**src/rtl/hazard_scoreboard.sv**
```systemverilog
// In-order issue scoreboard: per-register writeback countdowns gate issue on RAW hazards,
// a small FSM blocks issue for the control shadow and latches halt.
module hazard_scoreboard #(
    parameter int                INST_W     = 16,
    parameter int                NREG       = 8,
    parameter int                RA_W       = 3,
    parameter int                WB_LAT     = 4,
    parameter int                BR_BUBBLES = 2,
    parameter logic [INST_W-1:0] NOP_INST   = 16'h0800
) (
    input  logic              clk,
    input  logic              rst,
    input  logic [INST_W-1:0] inst_in,
    input  logic              inst_valid,
    input  logic              src1_used,
    input  logic              src2_used,
    input  logic [RA_W-1:0]   src1,
    input  logic [RA_W-1:0]   src2,
    input  logic              dst_wr,
    input  logic [RA_W-1:0]   dst,
    input  logic              is_ctrl,
    input  logic              is_halt,
    input  logic              ctrl_resolved,
    output logic              issue,
    output logic              stall,
    output logic [INST_W-1:0] inst_out,
    output logic              halted,
    output logic [NREG-1:0]   pend_mask,
    output logic [15:0]       stall_cycles
);

    localparam int CNT_W = $clog2(WB_LAT + 1);
    localparam int NADDR = 1 << RA_W;

    typedef enum logic [1:0] {
        ST_RUN,
        ST_SHADOW,
        ST_HALTED
    } state_t;

    state_t            r_state;
    state_t            w_state_next;
    logic [2:0]        r_shadow;
    logic [2:0]        w_shadow_next;
    logic [CNT_W-1:0]  r_cnt [NREG];
    logic [INST_W-1:0] r_inst_out;
    logic [15:0]       r_stall_cycles;

    logic [NREG-1:0]   w_pend;
    logic [NADDR-1:0]  w_pend_addr;
    logic              w_hazard;
    logic              w_issue;
    logic              w_stall;

    generate
        for (genvar gi = 0; gi < NREG; gi++) begin : g_cnt
            localparam logic [RA_W-1:0] ADDR = RA_W'(gi);

            assign w_pend[gi] = (r_cnt[gi] != '0);

            // Reload on issue beats decrement, so a WAW simply restarts the countdown.
            always_ff @(posedge clk) begin
                if (rst) begin
                    r_cnt[gi] <= '0;
                end else if (w_issue && dst_wr && (dst == ADDR)) begin
                    r_cnt[gi] <= CNT_W'(WB_LAT);
                end else if (r_cnt[gi] != '0) begin
                    r_cnt[gi] <= r_cnt[gi] - 1'b1;
                end
            end
        end

        // Addresses beyond the register file read as never pending.
        for (genvar gi = 0; gi < NADDR; gi++) begin : g_addr
            if (gi < NREG) begin : g_real
                assign w_pend_addr[gi] = w_pend[gi];
            end else begin : g_none
                assign w_pend_addr[gi] = 1'b0;
            end
        end
    endgenerate

    assign w_hazard = (src1_used && w_pend_addr[src1]) || (src2_used && w_pend_addr[src2]);
    assign w_issue  = inst_valid && !rst && (r_state == ST_RUN) && !w_hazard;
    assign w_stall  = inst_valid && !w_issue;

    always_comb begin
        w_state_next  = r_state;
        w_shadow_next = r_shadow;
        unique case (r_state)
            ST_RUN: begin
                if (w_issue && is_halt) begin
                    w_state_next = ST_HALTED;
                end else if (w_issue && is_ctrl && (BR_BUBBLES > 0)) begin
                    w_state_next  = ST_SHADOW;
                    w_shadow_next = 3'(BR_BUBBLES);
                end
            end
            ST_SHADOW: begin
                if ((r_shadow == 3'd1) || ctrl_resolved) begin
                    w_state_next  = ST_RUN;
                    w_shadow_next = 3'd0;
                end else begin
                    w_shadow_next = r_shadow - 3'd1;
                end
            end
            ST_HALTED: begin
                w_state_next = ST_HALTED;
            end
            default: begin
                w_state_next  = ST_RUN;
                w_shadow_next = 3'd0;
            end
        endcase
    end

    always_ff @(posedge clk) begin
        if (rst) begin
            r_state        <= ST_RUN;
            r_shadow       <= 3'd0;
            r_inst_out     <= NOP_INST;
            r_stall_cycles <= 16'd0;
        end else begin
            r_state    <= w_state_next;
            r_shadow   <= w_shadow_next;
            r_inst_out <= w_issue ? inst_in : NOP_INST;
            if (w_stall && (r_stall_cycles != 16'hFFFF)) begin
                r_stall_cycles <= r_stall_cycles + 16'd1;
            end
        end
    end

    assign issue        = w_issue;
    assign stall        = w_stall;
    assign inst_out     = r_inst_out;
    assign halted       = (r_state == ST_HALTED);
    assign pend_mask    = w_pend;
    assign stall_cycles = r_stall_cycles;

endmodule

```
**config.mk**
```make
export PLATFORM = sky130hd
export DESIGN_NAME = hazard_scoreboard
export DESIGN_NICKNAME = d
export VERILOG_FILES = /design/src/rtl/hazard_scoreboard.sv
export SDC_FILE = /design/constraint.sdc
export NUM_CORES = 1
export LEC_CHECK = 0
export ABC_AREA = 1
export BUFFER_PORTS_ARGS = -buffer_cell sky130_fd_sc_hd__buf_2
export CAP_MARGIN = 20
export CORE_MARGIN = 2
export CORE_UTILIZATION = 49
export DETAILED_ROUTE_END_ITERATION = 10
export PLACE_DENSITY_LB_ADDON = 0.05
export REMOVE_ABC_BUFFERS = 1
export SYNTH_ARGS = -nofsm -noshare
export SYNTH_HDL_FRONTEND = slang
export SYNTH_SLANG_ARGS = --single-unit
export TNS_END_PERCENT = 100
```
**constraint.sdc**
```tcl
create_clock -name clk -period 2 [get_ports clk]
set_input_delay 0.1 -clock clk [delete_from_list [all_inputs] [get_ports clk]]
set_output_delay 0.1 -clock clk [all_outputs]
set_load 0.01 [all_outputs]
```
# Word level (Yosys, flattened, before mapping)
# Memory sizes are Yosys's and may differ from the RTL's.
# Index checks and enable logic that the tools add are counted.
# op_classes
n_lt_le_gt_ge,2
muxes,86
eq_ne,15
n_reduce_logical,36
addsub,10
bitwise,18
# ops
cell,n
1-bit two-way mux,60
3-bit two-way mux,19
3-bit by 1-bit subtractor with 3-bit output (second input constant),9
3-bit nonzero test,8
1-bit logical AND,18
16-bit by 1-bit adder with 16-bit output (second input constant),1
16-bit != test (second input constant),1
1-bit bitwise OR,16
3-bit == test (second input constant),4
3-bit case mux with 3 select lines,1
3-bit by 4-bit less-than comparator with 1-bit output (second input constant),2
1-bit binary-select mux with 3-bit select,2
3-bit by 1-bit == test with 1-bit output (second input constant),2
3-bit by 2-bit == test with 1-bit output (second input constant),2
2-bit two-way mux,3
2-bit case mux with 3 select lines,1
2-bit != test (second input constant),2
1-bit logical NOT,3
3-bit logical NOT,1
3-bit by 1-bit != test with 1-bit output (second input constant),1
3-bit AND reduction,1
2-bit by 1-bit == test with 1-bit output (second input constant),1
2-bit == test (second input constant),1
2-bit logical NOT,1
other kinds (5),7
# word_totals
memories,1
inputBits,34
ramBits,24
ff_bits,37
# mem_list
name,words,word_bits,read_ports,rd_ports_with_merged_regs,wr,line,text
r_cnt,8,3,8,0,8,45,logic [CNT_W-1:0] r_cnt [NREG];

# Depth between registers and ports, before layout
# Gate-level depths: netlist of run 1.
# logic_depth
ltp_word,14
depth_mapped,15
mapped_depth_nobuf,14

# Worst setup path before layout of run 1
# No wires, ideal clock.
# synth_path
kind,reg-to-reg
startpoint,memory r_cnt[1][0] (netlist name)
endpoint,"memory r_cnt[0][6] (netlist name), enable pin"
path_slack_ns,0.004
setup_time_ns,0.279
t_required_ns,1.721
t_arrival_ns,1.716
path_stages_with_launch,14
path_cell_list,edfxtp_1 inv_1 ha_1 inv_1 nor2_1 nand2_1 nand3_1 nand3_1 nand3_1 nand3_2 nor2_2 nand3_1 nand3_1 nand3_1
# synth_lines
element,line
from (decl),45

==> metrics.cfg, run 1 <==
[setup_path]
arrival_ns=2.20
cp-start-kind=flop
crit_slowest_cell=edfxtp_1
required_ns=2.06
reg2reg_depth=14
r2r_slack_ns=-0.14
cp_cell_sequence=inv_2, ha_4, inv_1, nor2_2, nand2_1, nand3_1, nand3_1, nand3_2, nand3_4, nor2_4, buf_12, buf_6, nand3_4, nand3_2
r2r_start=r_cnt[1][0]
timing.rr.end=r_cnt[0][4]
path_class=reg -> reg
max_stage_delay_ns=0.41
worstPathMaxFanout=8
crit_path_end_kind=flop

[power_and_ir_drop]
p_per_area_mw_per_mm2=1050
p_leak_nw=2.39
ir_drop_mv=0.608

[drt]
drc=0
vias=3291
drtPass1Iterations=5
antenna_left=0
initialDrtViolationCount=122
vias_per_cell=5.03
wire_per_inst_um=13.8
drt-total-wl_um=9030

[min_path]
hold_depth=4
hold_start=ctrl_resolved
hold_path.class=in -> reg
min_delay_worst_endpoint=r_shadow[2]

[grt]
grt_max_degree=27
first_global_vias=3024
track_usage=0.226
grt_overflow_total=0
antenna_found_initial=0
grt_pass1_wl_um=13200

[synth]
yosysSeqAreaShare=0.432
syn-cell-area_mm2=0.00338
synth_top_area_cell=dfxtp_1
synth_seq_cells=61
yosys-top-cells-count=inv_1, nor2_1, nand3_1
netlist_instances=417
dominantRegCellSynth=dfxtp_1
synth_edf_count=24
synthArstFlopShare=0
syn_area_per_cell_um2=8.12
synth_most_common_cell=inv_1
synth_top_area_share=0.219
yosysWarnings=0
synth_area_leaders=dfxtp_1, edfxtp_1, inv_1, nand3_1, ha_1
ys_types=32

[floorplan]
initial_core_util=0.501
die_y_um=87.1
die_width_um=87.1
num_rows=30
coreArea_mm2=0.00676
ios=77
dieArea_mm2=0.00759

[sta]
drv_slew=0
max_slew_margin=0.714
hold_viol_final=0
rsz0062_at_grt=true
fin_crit_sh=1.07
fmax_mhz=467
fin_crit_ns=2.14
fin_ws_ns=-0.139
whs_ns=0.0570
setup_viol=60
finClkSkew_ns=0.00624
tightest_slew_ns=0.429

[place]
place_congestion=0.852
pre_cts_slack_ns=-0.153
io_buffers=76
hpwlAfterDp_um=5540

[clocking]
root_buffer=clkbuf_8
clkTransAtPathRegs_ns=0.07
cts_inserted_buffers=9
ctsLongestPathBuffers=2
cts.sinks=61
worst_skew_pair.late_latency_ns=0.34
cts_tree=yes
cts_max_level=3

[run_status]
violations=setup timing
status=finished, violations left

[finish]
syn2layout_area_growth_pct=51.9
n_antenna_cell=0
nets=622
drive_above_1_share=0.427

[run]
maxCapViolCount=0

-- where the power goes --
group / switching, W / internal [W]
Sequential: 0.000134 / 0.00162
Clock: 0.000512 / 0.000733
Combinational: 0.00124 / 0.00116
Total: 0.00189 / 0.00351
-- through the flow --
stage / total power (W) / TNS (ns) / area (um^2) / utilization / instances
after floorplan: 0.00277 / -6.97 / 3320 / - / 407
after global placement: 0.00339 / -2.07 / 4060 / 0.600 / 596
after detailed placement: 0.00345 / -3.80 / 4060 / 0.600 / 596
after CTS: 0.00501 / -2.01 / 4750 / 0.703 / 640
after global routing: 0.00574 / -14.60 / 5140 / 0.761 / 654
final: 0.00540 / -4.85 / 5140 / 0.761 / 654
-- per-layer routing --
metal	vias to the layer above	GRT usage	routed length [um]
li1	1644	-	-
met4	0	0.105	240
met1	1534	0.287	3760
met5	-	0	0
met3	20	0.0464	433
met2	93	0.371	4600
-- cells by family (layout without fill, tap and decap cells) --
group / Yosys count / in the layout / share of synthesized area
AND/OR/NAND/NOR: 190 / 190 / 0.268
buffers and inverters: 88 / 245 / 0.107
flip-flops: 61 / 61 / 0.432
AO/OA/AOI/OAI: 42 / 42 / 0.0795
adder cells (fa/ha/maj): 19 / 19 / 0.0702
XOR/XNOR: 17 / 17 / 0.0440
-- what timing repair did --
action,4_1_cts,5_1_grt
setup buffers,12,14
hold buffers,16,0
pin swaps,10,14
hold endpoints to repair,16,0
endpoints found under the setup margin,61,73
resized for setup,52,58
-- how the worst max path moves through the flow --
stage / startpoint / endpoint
after floorplan: r_cnt[1][0] / r_cnt[0][6]
after global placement: r_cnt[1][6] / r_cnt[1][3]
after detailed placement: r_cnt[0][0] / r_cnt[0][6]
after CTS: r_cnt[0][3] / stall
after global routing: r_cnt[0][6] / stall
final: r_cnt[1][0] / r_cnt[0][4]
-- cell usage in the layout, fill, tap and decap left out, types with 4 or more instances in the layout --
cell type / count
o21ai_0: 4
nand3_1: 23
nand3_2: 13
inv_2: 10
edfxtp_1: 24
nand2_2: 15
ha_1: 14
a21oi_2: 13
buf_6: 15
clkbuf_8: 10
a21oi_1: 14
nor2_4: 4
a21o_1: 4
nand2_1: 43
buf_12: 4
xnor2_1: 5
dfxtp_1: 37
nand4_1: 4
dlygate4sd3_1: 16
nand3_4: 18
xor2_1: 12
nor2_1: 48
buf_2: 73
buf_4: 43
nor2_2: 8
inv_1: 66
-- registers in the layout, indices dropped and copies added, names as in the netlist --
| name | count |
|---|---|
| r_cnt | 24 |
| inst_out | 16 |
| stall_cycles | 16 |
| r_shadow | 3 |
| r_state | 2 |
-- worst max-delay path: cells and delay by family, from the launching register on --
kind	cells	cell delay, ns
adder cells (fa/ha/maj)	1	0.13
buffers and inverters	4	0.41
flip-flops	1	0.41
AND/OR/NAND/NOR	9	0.90
-- cell type report --
| class | instances | area (um^2) |
|---|---|---|
| well taps | 80 | 100 |
| clock inverters | 6 | 85.1 |
| inverters | 78 | 298 |
| repair buffers | 151 | 1100 |
| flip-flops and latches | 61 | 1460 |
| fillers | 491 | 1620 |
| clock buffers | 10 | 138 |
| multi-input cells | 268 | 1960 |
Note: power is estimated with default switching activity, not from simulation.
==> run 2, diff against run 1 <==
--- a/config.mk
+++ b/config.mk
@@ -8,8 +8,10 @@
 export ABC_AREA = 1
 export BUFFER_PORTS_ARGS = -buffer_cell sky130_fd_sc_hd__buf_2
 export CAP_MARGIN = 20
-export CORE_MARGIN = 2
-export CORE_UTILIZATION = 49
+export CELL_PAD_IN_SITES_DETAIL_PLACEMENT = 0
+export CELL_PAD_IN_SITES_GLOBAL_PLACEMENT = 1
+export CORE_MARGIN = 5
+export CORE_UTILIZATION = 36
 export DETAILED_ROUTE_END_ITERATION = 10
 export PLACE_DENSITY_LB_ADDON = 0.05
 export REMOVE_ABC_BUFFERS = 1
==> run 2 against run 1 <==
The flow still finishes with violations (setup timing). Final cell count rose by 7.2%. First-iteration DRC count fell by 13%. Wire length rose by 0.71%. Critical path depth did not move. Core utilization fell by 19 points.
==> metrics.cfg, run 2 (synthesized netlist as in run 1, its figures left out) <==
[power_and_ir_drop]
clkPwrFrac=0.167  ; was 0.231
p_int_w=0.00357  ; was 0.00351 W
power.switching_w=0.00196  ; was 0.00189 W
p_sw_frac=0.354  ; was 0.350
p_comb_frac=0.514  ; was 0.445
p_leak_nw=2.42  ; was 2.39 nW
sequentialPowerShare=0.318  ; was 0.325
p_per_area_mw_per_mm2=1060  ; was 1050 mW/mm^2
ir_drop_mv=0.401  ; was 0.608 mV

[setup_path]
crit_slowest_cell=edfxtp_1  ; unchanged
cp.depth=14  ; unchanged
cp_cell_sequence=inv_2, ha_4, inv_4, nor2_4, nand2_1, nand3_1, nand3_1, nand3_1, nand3_2, buf_6, nand2_4, inv_4, buf_6, buf_6  ; was inv_2, ha_4, inv_1, nor2_2, nand2_1, nand3_1, nand3_1, nand3_2, nand3_4, nor2_4, buf_12, buf_6, nand3_4, nand3_2
crit_path_end_kind=output port  ; was flop
max_stage_delay_ns=0.41  ; about the same
arrival_ns=1.96  ; was 2.20 ns
cp-start-kind=flop  ; unchanged
worstPathMaxFanout=3  ; was 8
required_ns=1.90  ; was 2.06 ns
path_class=reg -> out  ; was reg -> reg
reg2reg_depth=15  ; was 14
cp_top_family=buffers and inverters  ; was simple AND/OR/NAND/NOR gates
path_buf_inv=6  ; was 4

[sta]
finClkSkew_ns=0.0128  ; was 0.00624 ns
fin_crit_ns=2.06  ; was 2.14 ns
drv_slew=0  ; unchanged
setup_viol=19  ; was 60
fmax_mhz=485  ; was 467 MHz
fin_ws_ns=-0.0628  ; was -0.139 ns
tns_ns=-0.513  ; was -4.85 ns
rsz0062_at_grt=true  ; unchanged
max_slew_margin=0.714  ; about the same
tightest_slew_ns=0.429  ; about the same
fin_crit_sh=1.03  ; was 1.07
hold_viol_final=0  ; unchanged

[floorplan]
dieArea_mm2=0.0114  ; was 0.00759 mm^2
initial_core_util=0.368  ; was 0.501
die_width_um=107  ; was 87.1 um
die_y_um=107  ; was 87.1 um
ios=77  ; unchanged
num_rows=35  ; was 30
coreArea_mm2=0.00920  ; was 0.00676 mm^2

[drt]
drc=0  ; unchanged
vias=3252  ; was 3,291
drt-total-wl_um=9100  ; was 9030 um
vias_per_cell=4.64  ; was 5.03
antenna_left=0  ; unchanged
drtPass1Iterations=4  ; was 5
wire_per_inst_um=13.0  ; was 13.8 um
initialDrtViolationCount=106  ; was 122

[clocking]
root_buffer=clkbuf_8  ; unchanged
clkTransAtPathRegs_ns=0.07  ; about the same
cts.sinks=61  ; unchanged
cts_max_level=3  ; unchanged
worst_skew_pair.late_latency_ns=0.34  ; about the same
cts_tree=yes  ; unchanged
cts_inserted_buffers=9  ; unchanged
ctsLongestPathBuffers=2  ; unchanged

[grt]
antenna_found_initial=0  ; unchanged
first_global_vias=3190  ; was 3,024
grt_overflow_total=0  ; unchanged
grt_max_degree=27  ; unchanged
track_usage=0.161  ; was 0.226
grt_pass1_wl_um=14700  ; was 13,200 um

[run_status]
violations=setup timing  ; unchanged
status=finished, violations left  ; unchanged

[finish]
largest_register_ff_count=24  ; unchanged
nets=638  ; was 622
largest_register=r_cnt  ; unchanged
drive_above_1_share=0.475  ; was 0.427
mostFrequentLayoutCell=buf_2  ; unchanged
n_antenna_cell=0  ; unchanged
mostFrequentLayoutCells=buf_2, buf_4, inv_1  ; was buf_2, inv_1, nor2_1
final_cells=701  ; was 654
syn2layout_area_growth_pct=54.6  ; was 51.9%

[min_path]
hold_depth=4  ; unchanged
hold_path.class=in -> reg  ; unchanged

[place]
placed_cells=636  ; was 596
io_buffers=76  ; unchanged
place_congestion=0.815  ; was 0.852
hpwlAfterDp_um=6310  ; was 5540 um

[run]
maxCapViolCount=0  ; unchanged

## run 2: repair_timing
| action | in CTS | in global routing |
|---|---|---|
| hold buffers | 16 | 0 |
| hold endpoints to repair | 16 | 0 |
| setup buffers | 30 | 5 |
| resized for setup | 57 | 63 |
| setup endpoints to repair | 51 | 74 |
| pin swaps | 16 | 13 |
## run 2: path summary, 6_finish.rpt
path                                    start           to  slack, ns
worst max-delay path              r_cnt[0][0]        stall      -0.06
worst min-delay path            ctrl_resolved  r_shadow[2]       0.07
worst min register to register    r_shadow[0]  r_shadow[0]       0.48
worst max register to register    r_cnt[0][0]  r_cnt[1][4]      -0.06
## run 2: per-layer routing
layer,wire (um),up-vias,GRT usage
li1,-,1674,-
met3,355,14,0.0331
met1,4140,1509,0.203
met5,0,-,0
met2,4470,55,0.271
met4,136,0,0.0612
## run 2: power by group through the flow
stage	clock network, W	registers [W]	logic (W)
after global placement	0	0.00175	0.00179
final	0.000926	0.00176	0.00284
after global routing	0.00102	0.00179	0.00314
after floorplan	0	0.00175	0.00102
after CTS	0.000967	0.00175	0.00244
after detailed placement	0	0.00176	0.00181
## run 2: final cells by class
type / instances / area, um^2
well taps: 111 / 139
repair buffers: 167 / 1150
flip-flops and latches: 61 / 1460
multi-input cells: 268 / 2020
fillers: 870 / 3960
clock buffers: 11 / 131
clock inverters: 5 / 27.5
inverters: 78 / 298
## run 2: metrics by stage
| step | hold WS (ns) | setup WS (ns) | cell area, um^2 | util | total power (W) |
|---|---|---|---|---|---|
| after floorplan | 0.162 | -0.265 | 3320 | - | 0.00277 |
| after global placement | 0.285 | -0.0634 | 4150 | 0.451 | 0.00354 |
| after detailed placement | 0.290 | -0.0981 | 4150 | 0.451 | 0.00357 |
| after CTS | 0.0454 | -0.106 | 4920 | 0.535 | 0.00516 |
| after global routing | 0.101 | -0.187 | 5230 | 0.569 | 0.00594 |
| final | 0.0716 | -0.0628 | 5230 | 0.569 | 0.00553 |
## run 2: worst register-to-register path, cell delays in order, from the launching register on
cell,delay [ns]
edfxtp_1,0.41
inv_2,0.10
ha_4,0.14
inv_4,0.04
nor2_4,0.11
nand2_1,0.06
nand3_1,0.06
nand3_1,0.06
nand3_1,0.08
nand3_2,0.10
nor2_2,0.12
buf_6,0.19
nand3_4,0.13
nand3_4,0.10
buf_6,0.11
nor2_2,0.03
==> run 3, diff against run 2 <==
--- a/config.mk
+++ b/config.mk
@@ -13,7 +13,7 @@
 export CORE_MARGIN = 5
 export CORE_UTILIZATION = 36
 export DETAILED_ROUTE_END_ITERATION = 10
-export PLACE_DENSITY_LB_ADDON = 0.05
+export PLACE_DENSITY = 0.82
 export REMOVE_ABC_BUFFERS = 1
 export SYNTH_ARGS = -nofsm -noshare
 export SYNTH_HDL_FRONTEND = slang
==> run 3 against run 2 <==
Critical endpoint is now stall_cycles[5]. The flow still finishes with violations (setup timing). Clock power is 21% higher. Largest power group unchanged. Sequential cell count unchanged. Die area unchanged.
==> metrics.cfg, run 3 (synthesized netlist as in run 1, its figures left out) <==
[setup_path]
reg2reg_depth=14  ; was 15
timing.rr.end=stall_cycles[5]  ; was r_cnt[1][4]
r2r_slack_ns=-0.06  ; about the same
worstPathMaxFanout=5  ; was 3
r2r_start=r_cnt[1][6]  ; was r_cnt[0][0]
arrival_ns=2.34  ; was 1.96 ns
cp-start-kind=flop  ; unchanged
path_class=reg -> reg  ; was reg -> out
crit_path_end_kind=flop  ; was output port
required_ns=2.28  ; was 1.90 ns

[drt]
antenna_left=0  ; unchanged
vias=3248  ; was 3,252
wire_per_inst_um=13.8  ; was 13.0 um
drtPass1Iterations=6  ; was 4
drc=0  ; unchanged
drt-total-wl_um=9500  ; was 9100 um
vias_per_cell=4.71  ; was 4.64
initialDrtViolationCount=87  ; was 106

[grt]
grt_pass1_wl_um=14700  ; about the same
grt_max_degree=27  ; unchanged
first_global_vias=3224  ; was 3,190
track_usage=0.159  ; was 0.161
grt_overflow_total=0  ; unchanged
antenna_found_initial=0  ; unchanged

[sta]
drv_slew=0  ; unchanged
rsz0062_at_grt=true  ; unchanged
fin_crit_ns=2.06  ; about the same
max_slew_margin=0.727  ; was 0.714
hold_viol_final=0  ; unchanged
fmax_mhz=485  ; about the same
finClkSkew_ns=0.00567  ; was 0.0128 ns
setup_viol=34  ; was 19
fin_ws_ns=-0.0619  ; was -0.0628 ns
fin_crit_sh=1.03  ; about the same
tightest_slew_ns=0.409  ; was 0.429 ns
tns_ns=-1.34  ; was -0.513 ns

[min_path]
hold_path.class=in -> reg  ; unchanged
hold_depth=4  ; unchanged
min_delay_worst_endpoint=r_shadow[2]  ; unchanged
hold_start=ctrl_resolved  ; unchanged

[floorplan]
die_y_um=107  ; unchanged
coreArea_mm2=0.00920  ; unchanged
die_width_um=107  ; unchanged
num_rows=35  ; unchanged
initial_core_util=0.368  ; unchanged
dieArea_mm2=0.0114  ; unchanged
ios=77  ; unchanged

[clocking]
cts_tree=yes  ; unchanged
cts_inserted_buffers=9  ; unchanged
cts.sinks=61  ; unchanged
root_buffer=clkbuf_8  ; unchanged
clkTransAtPathRegs_ns=0.08  ; was 0.07 ns
ctsLongestPathBuffers=2  ; unchanged
worst_skew_pair.late_latency_ns=0.34  ; about the same
cts_max_level=3  ; unchanged

[place]
hpwlAfterDp_um=6180  ; was 6310 um
pre_cts_slack_ns=-0.0654  ; was -0.0981 ns
place_congestion=0.864  ; was 0.815
io_buffers=76  ; unchanged

[run_status]
violations=setup timing  ; unchanged
status=finished, violations left  ; unchanged

[finish]
syn2layout_area_growth_pct=54.2  ; was 54.6%
largest_register=r_cnt  ; unchanged
mostFrequentLayoutCell=buf_2  ; unchanged
n_antenna_cell=0  ; unchanged
mostFrequentLayoutCells=buf_2, inv_1, buf_4  ; was buf_2, buf_4, inv_1
post-route-util=0.568  ; was 0.569
nets=626  ; was 638
largest_register_ff_count=24  ; unchanged
drive_above_1_share=0.458  ; was 0.475
n_fill_cell=823  ; was 870

[power_and_ir_drop]
p_leak_nw=2.41  ; was 2.42 nW
p_per_area_mw_per_mm2=1030  ; was 1060 mW/mm^2
ir_drop_mv=0.447  ; was 0.401 mV

[run]
maxCapViolCount=0  ; unchanged

## run 3: stage by stage
stage	hold WS, ns	std cells	total power, W	area, um^2
floorplan	0.162	407	0.00277	3320
global placement	0.285	630	0.00343	4130
detailed placement	0.290	630	0.00350	4130
CTS	0.0476	675	0.00496	4810
global route	0.110	689	0.00579	5220
finish	0.0769	689	0.00540	5220
## run 3: final cells by class
type | count | area, um^2 | share of cell area
multi-input cells | 268 | 1990 | 0.382
clock inverters | 7 | 75.1 | 0.0144
well taps | 111 | 139 | 0.0266
inverters | 78 | 298 | 0.0570
clock buffers | 9 | 124 | 0.0237
flip-flops and latches | 61 | 1460 | 0.280
repair buffers | 155 | 1130 | 0.216
## run 3: power by group
group	switching (W)	internal [W]	leakage (nW)
sequential	0.000141	0.00162	0.564
combinational	0.00126	0.00127	1.75
clock	0.000540	0.000580	0.0997
## run 3: worst max path at each step
stage                     slack, ns         endpoint  cells after the start        start
final                         -0.06  stall_cycles[5]                     14  r_cnt[1][6]
after global routing          -0.20      r_cnt[1][2]                     14  r_cnt[1][6]
after CTS                     -0.10            stall                     14  r_cnt[0][0]
after detailed placement      -0.07      r_cnt[0][6]                     13  r_cnt[1][6]
after global placement       -0.005      r_cnt[1][3]                     13  r_cnt[1][6]
after floorplan               -0.27      r_cnt[0][6]                     13  r_cnt[1][0]
## run 3: repair_timing
item | CTS | global route
endpoints found under the hold margin | 16 | 0
pin swaps | 10 | 18
setup buffers | 13 | 12
gates resized for setup | 52 | 68
hold buffers | 16 | 0
gates cloned | 0 | 2
endpoints found under the setup margin | 42 | 72
## run 3: per-layer routing
layer,wire length [um],vias to the layer above,global-route usage
li1,-,1648,-
met1,4040,1513,0.195
met2,4870,70,0.275
met3,403,17,0.0379
met4,182,0,0.0521
met5,0,-,0
## run 3: critical path, cell delays in order (launching register included)
cell and delay (ns):
edfxtp_1 0.37, inv_2 0.06, ha_4 0.16, buf_4 0.12
nand3b_1 0.08, nand3_2 0.09, nand3_2 0.07, nand3_2 0.09
nand3_2 0.10, buf_6 0.13, buf_4 0.15, and3_4 0.26
clkbuf_16 0.17, nand2_2 0.05, a21oi_2 0.10
